===== config.mk =====
export PLATFORM = sky130hd
export DESIGN_NAME = ks_sum_capture_stage
export DESIGN_NICKNAME = d
export VERILOG_FILES = /design/src/rtl/ks_sum_capture_stage.sv
export SDC_FILE = /design/constraint.sdc
export NUM_CORES = 1
export LEC_CHECK = 0
export ABC_AREA = 1
export CAP_MARGIN = 30
export CORE_AREA = 2 2 75 77
export DETAILED_ROUTE_END_ITERATION = 12
export DIE_AREA = 0 0 77 79
export HOLD_SLACK_MARGIN = 0.03
export SETUP_SLACK_MARGIN = 0.3
export SLEW_MARGIN = 20
export SYNTH_ARGS = -nofsm -noshare
export SYNTH_HDL_FRONTEND = slang
export SYNTH_SLANG_ARGS = --single-unit

===== constraint.sdc =====
create_clock -name clk -period 1.55 [get_ports clk]
set_input_delay 0.3875 -clock clk [delete_from_list [all_inputs] [get_ports clk]]
set_output_delay 0.3875 -clock clk [all_outputs]
set_load 0.03 [all_outputs]

===== src/rtl/ks_sum_capture_stage.sv =====
// ============================================================================
//  Module      : ks_sum_capture_stage
//  Description : Registered output stage for the 8-bit Kogge-Stone adder.
//                Captures SUM/Cout plus zero, negative and signed-overflow
//                flags into a 2-entry skid buffer behind a valid/ready
//                interface, and counts delivered results.
//                Optional macro KS_SUM_OVF_COUNT_EN adds a saturating
//                counter (ovf_count) of delivered results with out_v=1.
//  Revision    : 1.0 - initial release
// ============================================================================
`default_nettype none

module ks_sum_capture_stage #(
    parameter int WIDTH = 8,
    parameter int CNT_W = 16
) (
    input  logic             clk,
    input  logic             rst,
    input  logic             flush,
    input  logic             in_valid,
    output logic             in_ready,
    input  logic [WIDTH-1:0] SUM,
    input  logic             Cout,
    input  logic             a_msb,
    input  logic             b_msb,
    output logic             out_valid,
    input  logic             out_ready,
    output logic [WIDTH-1:0] out_sum,
    output logic             out_cout,
    output logic             out_z,
    output logic             out_n,
    output logic             out_v,
    output logic [CNT_W-1:0] txn_count
`ifdef KS_SUM_OVF_COUNT_EN
    ,
    output logic [7:0]       ovf_count
`endif
);

    // Entry layout: {v, n, z, cout, sum}
    localparam int c_ENT_W = WIDTH + 4;
    localparam int c_COUT  = WIDTH;
    localparam int c_Z     = WIDTH + 1;
    localparam int c_N     = WIDTH + 2;
    localparam int c_V     = WIDTH + 3;

    localparam logic [1:0] c_S_EMPTY = 2'd0;
    localparam logic [1:0] c_S_ONE   = 2'd1;
    localparam logic [1:0] c_S_FULL  = 2'd2;

    logic [1:0]         r_state;
    logic [1:0]         w_state_nxt;
    logic [c_ENT_W-1:0] r_main;
    logic [c_ENT_W-1:0] r_skid;
    logic [c_ENT_W-1:0] w_in_entry;
    logic               w_in_fire;
    logic               w_out_fire;
    logic               w_load_main_in;
    logic               w_load_main_skid;
    logic               w_load_skid;
    logic [CNT_W-1:0]   r_txn_count;

    // Build the entry from the adder outputs, flags derived at capture time
    always_comb begin
        w_in_entry                = '0;
        w_in_entry[WIDTH-1:0]     = SUM;
        w_in_entry[c_COUT]        = Cout;
        w_in_entry[c_Z]           = (SUM == '0);
        w_in_entry[c_N]           = SUM[WIDTH-1];
        w_in_entry[c_V]           = (a_msb == b_msb) && (SUM[WIDTH-1] != a_msb);
    end

    // Handshake outputs; in_ready comes only from state, rst and flush
    always_comb begin
        in_ready   = (r_state != c_S_FULL) && !rst && !flush;
        out_valid  = (r_state != c_S_EMPTY) && !rst;
        w_in_fire  = in_valid && in_ready;
        w_out_fire = out_valid && out_ready;
        out_sum    = r_main[WIDTH-1:0];
        out_cout   = r_main[c_COUT];
        out_z      = r_main[c_Z];
        out_n      = r_main[c_N];
        out_v      = r_main[c_V];
        txn_count  = r_txn_count;
    end

    // Next-state and buffer load decisions
    always_comb begin
        w_state_nxt      = r_state;
        w_load_main_in   = 1'b0;
        w_load_main_skid = 1'b0;
        w_load_skid      = 1'b0;
        case (r_state)
            c_S_EMPTY: begin
                if (w_in_fire) begin
                    w_state_nxt    = c_S_ONE;
                    w_load_main_in = 1'b1;
                end
            end
            c_S_ONE: begin
                if (w_in_fire && w_out_fire) begin
                    w_load_main_in = 1'b1;
                end else if (w_in_fire) begin
                    w_state_nxt = c_S_FULL;
                    w_load_skid = 1'b1;
                end else if (w_out_fire) begin
                    w_state_nxt = c_S_EMPTY;
                end
            end
            c_S_FULL: begin
                if (w_out_fire) begin
                    w_state_nxt      = c_S_ONE;
                    w_load_main_skid = 1'b1;
                end
            end
            default: begin
                w_state_nxt = c_S_EMPTY;
            end
        endcase
    end

    // State register; rst and flush both return to EMPTY
    always_ff @(posedge clk) begin
        if (rst || flush) begin
            r_state <= c_S_EMPTY;
        end else begin
            r_state <= w_state_nxt;
        end
    end

    // MAIN/SKID storage; discarded entries are zeroed
    always_ff @(posedge clk) begin
        if (rst || flush) begin
            r_main <= '0;
            r_skid <= '0;
        end else begin
            if (w_load_main_in) begin
                r_main <= w_in_entry;
            end else if (w_load_main_skid) begin
                r_main <= r_skid;
            end
            if (w_load_skid) begin
                r_skid <= w_in_entry;
            end
        end
    end

    // Delivered-result counter; flush-cycle deliveries still count
    always_ff @(posedge clk) begin
        if (rst) begin
            r_txn_count <= '0;
        end else if (w_out_fire) begin
            r_txn_count <= r_txn_count + {{(CNT_W-1){1'b0}}, 1'b1};
        end
    end

`ifdef KS_SUM_OVF_COUNT_EN
    logic [7:0] r_ovf_count;

    // Saturating count of delivered overflow results
    always_ff @(posedge clk) begin
        if (rst) begin
            r_ovf_count <= 8'd0;
        end else if (w_out_fire && r_main[c_V] && (r_ovf_count != 8'hFF)) begin
            r_ovf_count <= r_ovf_count + 8'd1;
        end
    end

    assign ovf_count = r_ovf_count;
`endif

endmodule

`default_nettype wire

==> summary.txt <==
STA
  • Slew Limit Fails: 0
  • Fin crit period: between 1 and 1.5 ns
  • Maximum clock rate: 0.694 GHz
  • Max-slew headroom: ~78%
  • RSZ-0062 raised after global routing: yes
  • Final Skew: 0.00334 ns
  • Final Setup Violations: 0
  • Worst-Margin Slew: 0.324 ns
  • Final TNS setup: 0 ns
  • Hold Vio Cnt, Final: 0
  • Fin crit share: around 93%

Global routing
  • Total track usage: 20.2%
  • First-pass GRT wire length: slightly below 10 mm
  • Met2 GRT Util: 39.1%
  • Initial antenna violation count: 0
  • Largest net degree at the start of global routing: 22
  • Vias in the first global route: 2,167
  • Met1 GRT Util: approximately 22%
  • GR Util met3: 3.86%
  • Congestion Overflow GR: 0
  • GRT busiest layer: met2

Cells and area
  • Fillers: 480
  • Antenna Cells: 0
  • Reg area: 832 sq um
  • Footprint of the multi-input gates: ~1300 sq um
  • Layout cells sized above 1: a little under half
  • Area delta synth->final: 69.8%
  • Layout Nets: around 420
  • Post-layout instance count excluding filler cells: 479

Worst setup path
  • Delay-heaviest family, CP: simple AND/OR/NAND/NOR gates
  • Worst path slowest cell: dfxtp_4
  • WP buf/inv: 2
  • Data required, critical path: 1.74 ns
  • CP peak stage delay: 0.38 ns
  • Critical path class: flop to flop
  • Crit-path most repeated cell: nand2_4
  • Cells along the critical path: inv_2, nand2_2, nand3_4, nand2_4, nand2_4, clkbuf_16, nand2_1, a21oi_1, nor2_1
  • CP Launch Type: flop
  • CP Capture Type: flop
  • CP max FO: 5
  • WP data arrival: around 1.6 ns

Placement
  • Routability Congestion: 0.848
  • Placed cells: 447
  • PortBufs: 45
  • HPWL after DPL: 3.78 mm

Logic synthesis
  • Synth top cells by count: 80 x nand2_1, 58 x nor2_1, 40 x dfxtp_1
  • Largest cells by area after synthesis: dfxtp_1 39%, nand2_1 15%, nor2_1 11%, a21oi_1 5.9%, o21ai_0 5.4%
  • Seq/Total Area, Yosys: 39.4%
  • Synth warnings: 0
  • Top_reg_cell synth: dfxtp_1
  • Synthesized area per cell: 6.67 sq um
  • Syn nets: 322
  • Yosys cell types: 27
  • Async SR Flop Fraction: 0%
  • Share of the synthesized area in the top cell type: 39.4%
  • #FFs+latches synth: 40
  • Mapped Area: 2030 sq um
  • Leading area contributor after synthesis: dfxtp_1
  • Post-synth EDFFs: 0
  • Syn Inst Count: 305
  • Count leader, synth: nand2_1

Flow run
  • Max_cap viols: 0

Outcome
  • Outcome: finished, final reports clean

Drt
  • Post-route ant nets: 0
  • DR vias: roughly 2.3k
  • DR WL/cell: around 13 um
  • Drt via density: 4.72
  • DRT Wirelength: 6.23 mm
  • DR pass1 iterations: 5
  • DRC viols: 0
  • 1st-iter DRT viols: between 60 and 70

Clocking
  • CTS tree: yes
  • CTS Sinks: 40
  • H-tree depth: 2
  • Buffer depth of the longest clock path: 2
  • Skew-Pair Late Insertion Delay: ~0.30 ns
  • CTS buffer count: 5
  • Hold buffers post-CTS: 0
  • CTS clk-pin slew, worst paths: 0.08 ns
  • Root Driver: clkbuf_8

Power
  • Worst VDD drop: 0.397 mV
  • Pleak: 0.00148 uW
  • Power Total: 2200 uW
  • Pwr dens: 636 nW/um^2

Floorplan
  • IO Count: 46
  • FP Rows: 27
  • Die ar.: 6080 sq um
  • Die Y: 79 um
  • Core Region: 5340 sq um
  • Die width: 77 um
  • Initial Util: 38.1%

Min path
  • Hold Crit Class: flop to flop
## worst register-to-register path: stages, from the launching register on
cell       delay (ns)
dfxtp_4          0.38
inv_2            0.08
nand2_2          0.06
nand3_4          0.11
nand2_4          0.10
nand2_4          0.16
clkbuf_16        0.18
nand2_1          0.06
a21oi_1          0.14
nor2_1           0.06
## routing by layer
metal / vias to the layer above / wire (um)
li1: 1168 / -
met5: - / 0
met1: 1025 / 2450
met2: 57 / 3410
met4: 0 / 146
met3: 13 / 224
## metrics by stage
stage          setup slack, ns  cell area (sq um)  util, %  hold WS [ns]
2_1_floorplan            0.232               2120        -         0.444
3_3_place_gp            -0.384               2840     53.1         0.450
3_5_place_dp            -0.407               2840     53.1         0.460
4_1_cts                  0.121               3220     60.3         0.467
5_1_grt                 0.0397               3450     64.7         0.503
6_report                 0.109               3450     64.7         0.488
## sequential cells by signal, indices dropped and copies added, names as in the netlist
name       flops
r_main        11
r_state        2
r_skid        11
txn_count     16
## cell type report
class / count / area share, %
Clock buffer: 8 / 3.51
Inverter: 30 / 3.88
Multi-Input combinational cell: 223 / 38.2
Sequential cell: 40 / 24.1
Tap cell: 72 / 2.61
Timing Repair Buffer: 105 / 27.5
Timing Repair inverter: 1 / 0.217
## kinds of logic after synthesis
kind of cell | Yosys count | synth area share (%)
fa+ha+maj | 1 | 0.615
compound gates | 55 | 13.9
simple gates | 167 | 35.8
buf+inv | 42 | 10.3
flops | 40 | 39.4
## worst paths after layout
check | start | end | slack (ns) | cells past startpoint
max | r_state[1] | r_main[11] | 0.11 | 9
max reg2reg | r_state[1] | r_main[11] | 0.11 | 9
min reg2reg | r_skid[9] | r_skid[9] | 0.49 | 2
min | r_skid[9] | r_skid[9] | 0.49 | 2
## power by group
part	switching [uW]	leakage (uW)	internal (uW)	total, uW
sequential	5.29	0.000332	1030	1030
combinational	145	0.00109	137	282
clock	382	0.0000627	504	885
## repair_timing
action,4_1_cts,5_1_grt
setup endpoints to repair,70,59
gates cloned,3,1
pin swaps,28,26
gates resized for setup,226,74
setup buffers,18,2
endpoints found under the hold margin,0,0
## cell usage in the layout (no fill, tap or decap), types with 2 or more instances in the layout
master / count
nor2_1: 51
inv_2: 3
dfxtp_2: 10
o21ai_1: 5
nor2_4: 9
a211oi_1: 2
nand3_4: 2
nor3_1: 2
buf_2: 8
nand2_4: 10
clkbuf_8: 7
clkinvlp_4: 2
nand4_1: 4
nand2_1: 65
inv_4: 4
dfxtp_1: 25
o21ai_2: 21
buf_16: 2
dlygate4sd2_1: 8
buf_6: 22
clkbuf_16: 2
a21oi_1: 18
clkdlybuf4s50_1: 5
a21oi_2: 6
clkbuf_4: 8
inv_1: 21
nand3_2: 2
nor2_2: 3
nand2_2: 8
o21ai_0: 2
nand3_1: 5
buf_4: 49
dfxtp_4: 5
Note: power is estimated with default switching activity, not from simulation.
